===== config.mk =====
export PLATFORM = sky130hd
export DESIGN_NAME = controle_reproducao
export DESIGN_NICKNAME = d
export VERILOG_FILES = /design/src/rtl/controle_reproducao.sv
export SDC_FILE = /design/constraint.sdc
export NUM_CORES = 1
export LEC_CHECK = 0
export CORE_UTILIZATION = 40
export CTS_CLUSTER_SIZE = 10
export DETAILED_ROUTE_END_ITERATION = 6
export GPL_ROUTABILITY_DRIVEN = 0
export PLACE_DENSITY_LB_ADDON = 0.25
export SLEW_MARGIN = 40
export SYNTH_ARGS = -nofsm -noshare
export SYNTH_HDL_FRONTEND = slang
export SYNTH_SLANG_ARGS = --single-unit

===== constraint.sdc =====
create_clock -name clock -period 1.86 [get_ports clock]
set_clock_uncertainty 0.1 [all_clocks]
set_input_delay 0.372 -clock clock [delete_from_list [all_inputs] [get_ports clock]]
set_output_delay 0.372 -clock clock [all_outputs]
set_load 0.01 [all_outputs]

===== src/rtl/controle_reproducao.sv =====
// Playback/practice sequencer for the FPGAudio datapath: walks one stored song,
// one note per address, decoding every datapath strobe from the state register.
module controle_reproducao #(
  parameter int MAX_ERROS = 7,
  parameter int TEMPO_W   = 4
) (
  input  logic               clock,
  input  logic               reset,
  input  logic               iniciar,
  input  logic               parar,
  input  logic               modo_pratica,
  input  logic               pulso_meio,
  input  logic [TEMPO_W-1:0] memoria_tempo,
  input  logic               fim_musica,
  input  logic               nota_feita,
  input  logic               nota_correta,
  input  logic               fimTF,
  input  logic               fimTempo,
  output logic               zeraC,
  output logic               contaC,
  output logic               zeraR,
  output logic               registraR,
  output logic               registra_erro,
  output logic               leds_mem,
  output logic               ativa_leds,
  output logic               toca,
  output logic               zeraMetro,
  output logic               contaMetro,
  output logic               zeraTF,
  output logic               contaTF,
  output logic               zeraTempo,
  output logic               contaTempo,
  output logic [2:0]         erros,
  output logic               pronto,
  output logic               timeout,
  output logic [3:0]         db_estado
);

  localparam logic [3:0] S_IDLE     = 4'd0;
  localparam logic [3:0] S_PREPARA  = 4'd1;
  localparam logic [3:0] S_CARREGA  = 4'd2;
  localparam logic [3:0] S_CHECA    = 4'd3;
  localparam logic [3:0] S_MOSTRA   = 4'd4;
  localparam logic [3:0] S_ESPERA   = 4'd5;
  localparam logic [3:0] S_REGISTRA = 4'd6;
  localparam logic [3:0] S_COMPARA  = 4'd7;
  localparam logic [3:0] S_FEEDBACK = 4'd8;
  localparam logic [3:0] S_PROXIMO  = 4'd9;
  localparam logic [3:0] S_FIM      = 4'd10;
  localparam logic [3:0] S_TIMEOUT  = 4'd11;

  localparam logic [3:0]       MAX_E = 4'(MAX_ERROS);
  localparam logic [TEMPO_W:0] UM    = (TEMPO_W+1)'(1);

  typedef struct packed {
    logic zeraC, contaC, zeraR, registraR, registra_erro;
    logic leds_mem, ativa_leds, toca, zeraMetro, contaMetro;
    logic zeraTF, contaTF, zeraTempo, contaTempo, pronto, timeout;
  } ctrl_t;

  logic [3:0]         estado, prox;
  logic [TEMPO_W-1:0] dur;
  logic               modo;
  logic               nota_ant;
  ctrl_t              ctl;

  logic               nota_sobe, fim_nota, limite;
  logic [TEMPO_W:0]   alvo;
  logic [3:0]         erros_inc;

  assign nota_sobe = nota_feita & ~nota_ant;
  // A zero duration still plays for one half-beat.
  assign alvo      = (memoria_tempo == '0) ? UM : {1'b0, memoria_tempo};
  assign fim_nota  = pulso_meio && (({1'b0, dur} + UM) == alvo);
  assign erros_inc = {1'b0, erros} + 4'd1;
  assign limite    = !nota_correta && (erros_inc >= MAX_E);

  always_comb begin
    prox = estado;
    case (estado)
      S_IDLE:     if (iniciar) prox = S_PREPARA;
      S_PREPARA:  prox = S_CARREGA;
      S_CARREGA:  prox = S_CHECA;
      S_CHECA:    prox = fim_musica ? S_FIM : S_MOSTRA;
      S_MOSTRA:   if (fim_nota) prox = modo ? S_ESPERA : S_PROXIMO;
      S_ESPERA:   if (nota_sobe) prox = S_REGISTRA;
                  else if (fimTempo) prox = S_TIMEOUT;
      S_REGISTRA: prox = S_COMPARA;
      S_COMPARA:  prox = limite ? S_TIMEOUT : S_FEEDBACK;
      S_FEEDBACK: if (fimTF) prox = S_PROXIMO;
      S_PROXIMO:  prox = S_CARREGA;
      S_FIM,
      S_TIMEOUT:  if (iniciar) prox = S_PREPARA;
      default:    prox = S_IDLE;
    endcase
    if (parar) prox = S_IDLE;
  end

  always_ff @(posedge clock or negedge reset) begin
    if (!reset) begin
      estado   <= S_IDLE;
      dur      <= '0;
      erros    <= '0;
      modo     <= 1'b0;
      nota_ant <= 1'b0;
    end else begin
      estado   <= prox;
      nota_ant <= nota_feita;
      if (parar) erros <= '0;
      else begin
        case (estado)
          S_PREPARA: begin
            erros <= '0;
            modo  <= modo_pratica;
          end
          S_CARREGA: dur <= '0;
          S_MOSTRA:  if (pulso_meio) dur <= dur + 1'b1;
          S_COMPARA: if (!nota_correta && erros != 3'd7) erros <= erros + 3'd1;
          default: ;
        endcase
      end
    end
  end

  always_comb begin
    ctl = '0;
    case (estado)
      S_PREPARA: begin
        ctl.zeraC = 1'b1; ctl.zeraR = 1'b1; ctl.zeraMetro = 1'b1;
        ctl.zeraTF = 1'b1; ctl.zeraTempo = 1'b1;
      end
      S_CARREGA: begin
        ctl.zeraTempo = 1'b1; ctl.zeraTF = 1'b1;
      end
      S_MOSTRA: begin
        ctl.leds_mem = 1'b1; ctl.ativa_leds = 1'b1;
        ctl.toca = 1'b1; ctl.contaMetro = 1'b1;
      end
      S_ESPERA: begin
        ctl.contaTempo = 1'b1; ctl.contaMetro = 1'b1;
      end
      S_REGISTRA: begin
        ctl.registraR = 1'b1; ctl.registra_erro = 1'b1;
      end
      // Echo of the player's note: LEDs/buzzer fed from the note register.
      S_FEEDBACK: begin
        ctl.ativa_leds = 1'b1; ctl.toca = 1'b1; ctl.contaTF = 1'b1;
      end
      S_PROXIMO: ctl.contaC  = 1'b1;
      S_FIM:     ctl.pronto  = 1'b1;
      S_TIMEOUT: ctl.timeout = 1'b1;
      default: ;
    endcase
  end

  assign {zeraC, contaC, zeraR, registraR, registra_erro,
          leds_mem, ativa_leds, toca, zeraMetro, contaMetro,
          zeraTF, contaTF, zeraTempo, contaTempo, pronto, timeout} = ctl;
  assign db_estado = estado;

endmodule


; After elaboration in Yosys (flattened, before gate mapping)
; Cells that the tools add are included.
[word_totals]
ff_bits = 13
inputBits = 15
output_inout_bits = 23
elab_cells = 76
[op_classes]
n_addsub = 4
mux = 27
n_reduce_logical = 17
n_lt_le_gt_ge = 1
eq_ne = 19
bitwise = 3
[ops]
columns = op, count
row1 = 4-bit 2-to-1 mux, 10
row2 = 4-bit one-hot mux with 9 select lines, 1
row3 = 4-bit by 3-bit == test with 1-bit output (second input constant), 4
row4 = 4-bit == test (second input constant), 4
row5 = 3-bit != test (second input constant), 4
row6 = 1-bit 2-to-1 mux, 9
row7 = 4-bit by 2-bit == test with 1-bit output (second input constant), 2
row8 = 4-bit zero test, 2
row9 = 4-bit one-hot mux with 2 select lines, 1
row10 = 2-bit OR reduction, 4
row11 = 2-bit 2-to-1 mux, 3
row12 = 3-bit 2-to-1 mux, 2
row13 = 3-bit one-hot mux with 2 select lines, 1
row14 = 4-bit by 1-bit adder with 5-bit output (second input constant), 1
row15 = 5-bit by 4-bit == test with 1-bit output, 1
row16 = 3-bit by 1-bit adder with 4-bit output (second input constant), 1
row17 = 4-bit by 1-bit adder with 4-bit output (second input constant), 1
row18 = 4-bit by 1-bit == test with 1-bit output (second input constant), 1
row19 = 4-bit by 3-bit >= comparator with 1-bit output (second input constant), 1
row20 = 4-bit != test (second input constant), 1
row21 = 2-bit AND reduction, 2
row22 = 4-bit AND reduction, 1
row23 = 3-bit by 1-bit adder with 3-bit output (second input constant), 1
row24 = 1-bit logical AND, 3
row25 = 9 further kinds, 10

; Logic depth before layout (Yosys ltp)
[logic_depth]
ltp_word = 7
ltp_mapped = 8
mapped_depth_nobuf = 7

; Worst setup path after synthesis
; OpenSTA, ideal clock, no wires.
[synth_timing]
kind = reg2reg
from = reg dur[0]
to = reg estado[3], in the netlist db_estado[3]
synth_period_minus_slack_ps = 1998
stages_incl_launch_ff = 7
arrival_time_ps = 1770
setup_ps = 128
required_ps = 1632
setup_slack_ps = -138
n_path_buf = 0
path_cell_list = dfrtp_1 > ha_1 > xnor3_1 > nand4_1 > o31ai_2 > nand3_2 > mux2_1
[synth_between]
elab_chain_len = 5
[synth_rtl]
columns = element, line_no
row1 = from (decl), 62  ; logic [TEMPO_W-1:0] dur;
row2 = from (signal assigned), 117  ; S_MOSTRA: if (pulso_meio) dur <= dur + 1'b1;
row3 = 4-bit by 1-bit adder with 5-bit output, 74  ; assign fim_nota = pulso_meio && (({1'b0, dur} + UM) == alvo);
row4 = 5-bit by 4-bit == test with 1-bit output, 74
row5 = 1-bit logical AND, 74
row6 = 3-bit != test (no source line), --
row7 = 4-bit AND reduction (no source line), --
row8 = to (signal assigned), 107  ; estado <= prox;
row9 = to (decl), 61  ; logic [3:0] estado, prox;
; Every way passes these cells.
; A chain may end at the register's enable or synchronous reset.

; Worst setup path after layout
[layout_timing]
from = reg estado[3], in the netlist db_estado[3]
to = out leds_mem
[layout_between]
elab_chain_len = 2
[layout_rtl]
columns = element, line_no
row1 = 4-bit by 3-bit == test with 1-bit output, 127  ; case (estado)
row2 = 1-bit 2-to-1 mux, 127
row3 = to (decl), 24  ; output logic leds_mem,
; Every way passes these cells.

==> results <==
-- stage by stage --
stage	setup slack [ps]	util, %	cells	setup TNS [ps]	hold slack [ps]
6_report	-77.5	69.9	217	-397	295
3_5_place_dp	-349	64.6	206	-2630	439
4_1_cts	-97.7	67.1	212	-526	307
2_1_floorplan	-84.4	-	125	-122	-23.6
5_1_grt	-126	69.9	217	-979	325
3_3_place_gp	-306	64.6	206	-2380	423
-- area by class of cell --
type	count	area, sq um
inverter	2	12.5
clock buffer	4	26.3
sequential	13	329
timing repair buffer	69	584
fill	189	744
tap	30	37.5
multi-input combinational	99	743
-- critical path, delay by kind of cell (launching register included) --
kind | cells | cell delay, ps
and+or+nand+nor | 2 | 490
DFF | 1 | 430
buffers and inverters | 3 | 260
-- cells by family (layout without fill, tap and decap cells) --
family | after synthesis | after routing | share of synthesized area [%]
compound gates | 21 | 21 | 12.7
simple gates | 63 | 63 | 33.4
fa+ha+maj | 3 | 3 | 3.55
flops | 13 | 13 | 30.8
mux | 7 | 7 | 6.87
buf+inv | 13 | 75 | 7.23
xor+xnor | 5 | 5 | 5.45
-- where the power goes --
group / total [mW] / internal (mW) / switching [mW]
sequential: 0.378 / 0.330 / 0.0481
clock: 0.178 / 0.0833 / 0.0942
combinational: 1.03 / 0.563 / 0.472
total: 1.59 / 0.976 / 0.614
-- state kept, by name (all words and copies together), names as in the netlist --
signal / count
db_estado: 4
dur: 4
erros: 3
modo: 1
nota_ant: 1
-- path summary, 6_finish.rpt --
path	start	slack (ps)	depth (start not counted)	endpoint
min reg2reg	modo	450	1	modo
min in group clock	modo	450	1	modo
max	db_estado[3]	-80	5	leds_mem
min	reset	290	2	db_estado[3]
max reg2reg	db_estado[3]	-60	6	db_estado[3]
max in group asynchronous	reset	1180	2	db_estado[2]
-- repair_timing --
action                     CTS  global route
buffers inserted             2             5
setup endpoints to repair   23            25
gates resized for setup     74            28
pin swaps                    0             8
-- routing by layer --
metal | track usage [%] | up-vias
li1 | - | 570
met1 | 28.7 | 530
met4 | 7.02 | 0
met5 | 0 | -
met2 | 42.7 | 34
met3 | 3.16 | 4
-- cell usage in the layout (no fill, tap or decap), drive strengths merged, types with 6 or more instances in the layout --
| master | count |
|---|---|
| nor3 | 7 |
| nand3 | 6 |
| o21ai | 9 |
| nand2 | 12 |
| buf | 46 |
| clkdlybuf4s50 | 17 |
| nor2 | 10 |
| nand2b | 9 |
| clkbuf | 6 |
| dfrtp | 13 |
==> flow_summary.json <==
{
  "status": "finished, violations left",
  "violations": "setup timing",
  "core-area_sq_um": 2480,
  "ir_drop_v": 0.000621,
  "routed-wl-met3_microns": 168,
  "vias_per_cell": 5.24,
  "drt_first_pass_iters": 4,
  "cts_root_buf": "clkbuf_4",
  "m1WireLength_microns": 1340,
  "drt_iter0_markers": 28,
  "postRouteAntennaNets": 0,
  "critPathRequiredTime_ps": 1390,
  "relSlewSlack_pct": 77.1,
  "syn_area_per_cell_sq_um": 8.45,
  "synth-seq-area-share_pct": 30.8,
  "rsz0062_at_grt": "true",
  "htree_levels": 1,
  "finalNetCount": 206,
  "grt_max_degree": 14,
  "grt_pass1_wl_microns": 4860,
  "crit_top_cell": "buf_6",
  "final-max-slew-violation-count": 0,
  "worst_slack_ps": -77.5,
  "ioPinCount": 38,
  "ys_types": 40,
  "max_slew.worst_pin.slew_ps": 341,
  "cts_inserted_buffers": 3,
  "port_buffers": 37,
  "drc_errors": 0,
  "hold_violations": 0,
  "clk_latency_ps": 280,
  "start_kind": "flop",
  "crit_type": "flop to output port",
  "cp_max_fo": 3,
  "fin_crit_ps": 1940,
  "synth_nets": 143,
  "p_leak_nw": 0.802,
  "path_cells": "nand2b_4, or3_4, buf_6, inv_4, buf_6",
  "post-route-period-util_pct": 104,
  "area_growth_pct": 64.1,
  "highest_layer": "met4",
  "cap_viol_max_count": 0,
  "wl_microns": 3140,
  "die_width_microns": 53.4,
  "grt_pass1_vias": 1123,
  "synth_area_sq_um": 1060,
  "met2_wirelength_microns": 1590,
  "dpl_cell_area_sq_um": 1600,
  "finalSetupViolCount": 10,
  "clkSinkCount": 13,
  "worstSetupEndpointType": "output port",
  "n_antenna_cell": 0,
  "syn-instance-count": 125,
  "p_total_mw": 1.59,
  "die_y_microns": 53.4,
  "stdcell_area_sq_um": 1730,
  "route.detailed.wl_per_inst_microns": 14.4,
  "drive_gt1_share_pct": 41.2,
  "slowest_delay_ps": 430,
  "worstHoldPathType": "primary input to async pin",
  "grt-ovfl-total": 0,
  "postCtsHoldBufs": 0,
  "synthArstFlopShare_pct": 100,
  "hpwl_microns": 2300,
  "clockBufferDepth": 2,
  "start_util_pct": 42.6,
  "cts_tree": "built",
  "synth.ff_latch_count": 13,
  "synth_ff_type": "dfrtp_1",
  "rows": 18,
  "synth_edf_count": 0,
  "power_density_nw_per_um2": 918,
  "die_area_sq_um": 2850,
  "synth.area.top_cells": "dfrtp_1, mux2i_1, nand2b_1, o21ai_0, nand2_1",
  "grt_use_total_pct": 23.7,
  "synth_top_area_share_pct": 30.8,
  "max_freq_mhz": 516,
  "synth.most_common_cell": "dfrtp_1",
  "vias": 1138,
  "cts.reportedPaths.clkPinSlew_ps": 80,
  "synth_top_cell_by_area": "dfrtp_1",
  "synth_commonest_cells": "dfrtp_1, nand2_1, nor2_1, o21ai_0, nand2b_1",
  "synth-warning-count": 0,
  "crit_slowest_cell": "dfrtp_2",
  "antenna_found_initial": 0,
  "crit_arrival_ps": 1470
}
No activity file was read; power rests on OpenSTA's default activity.
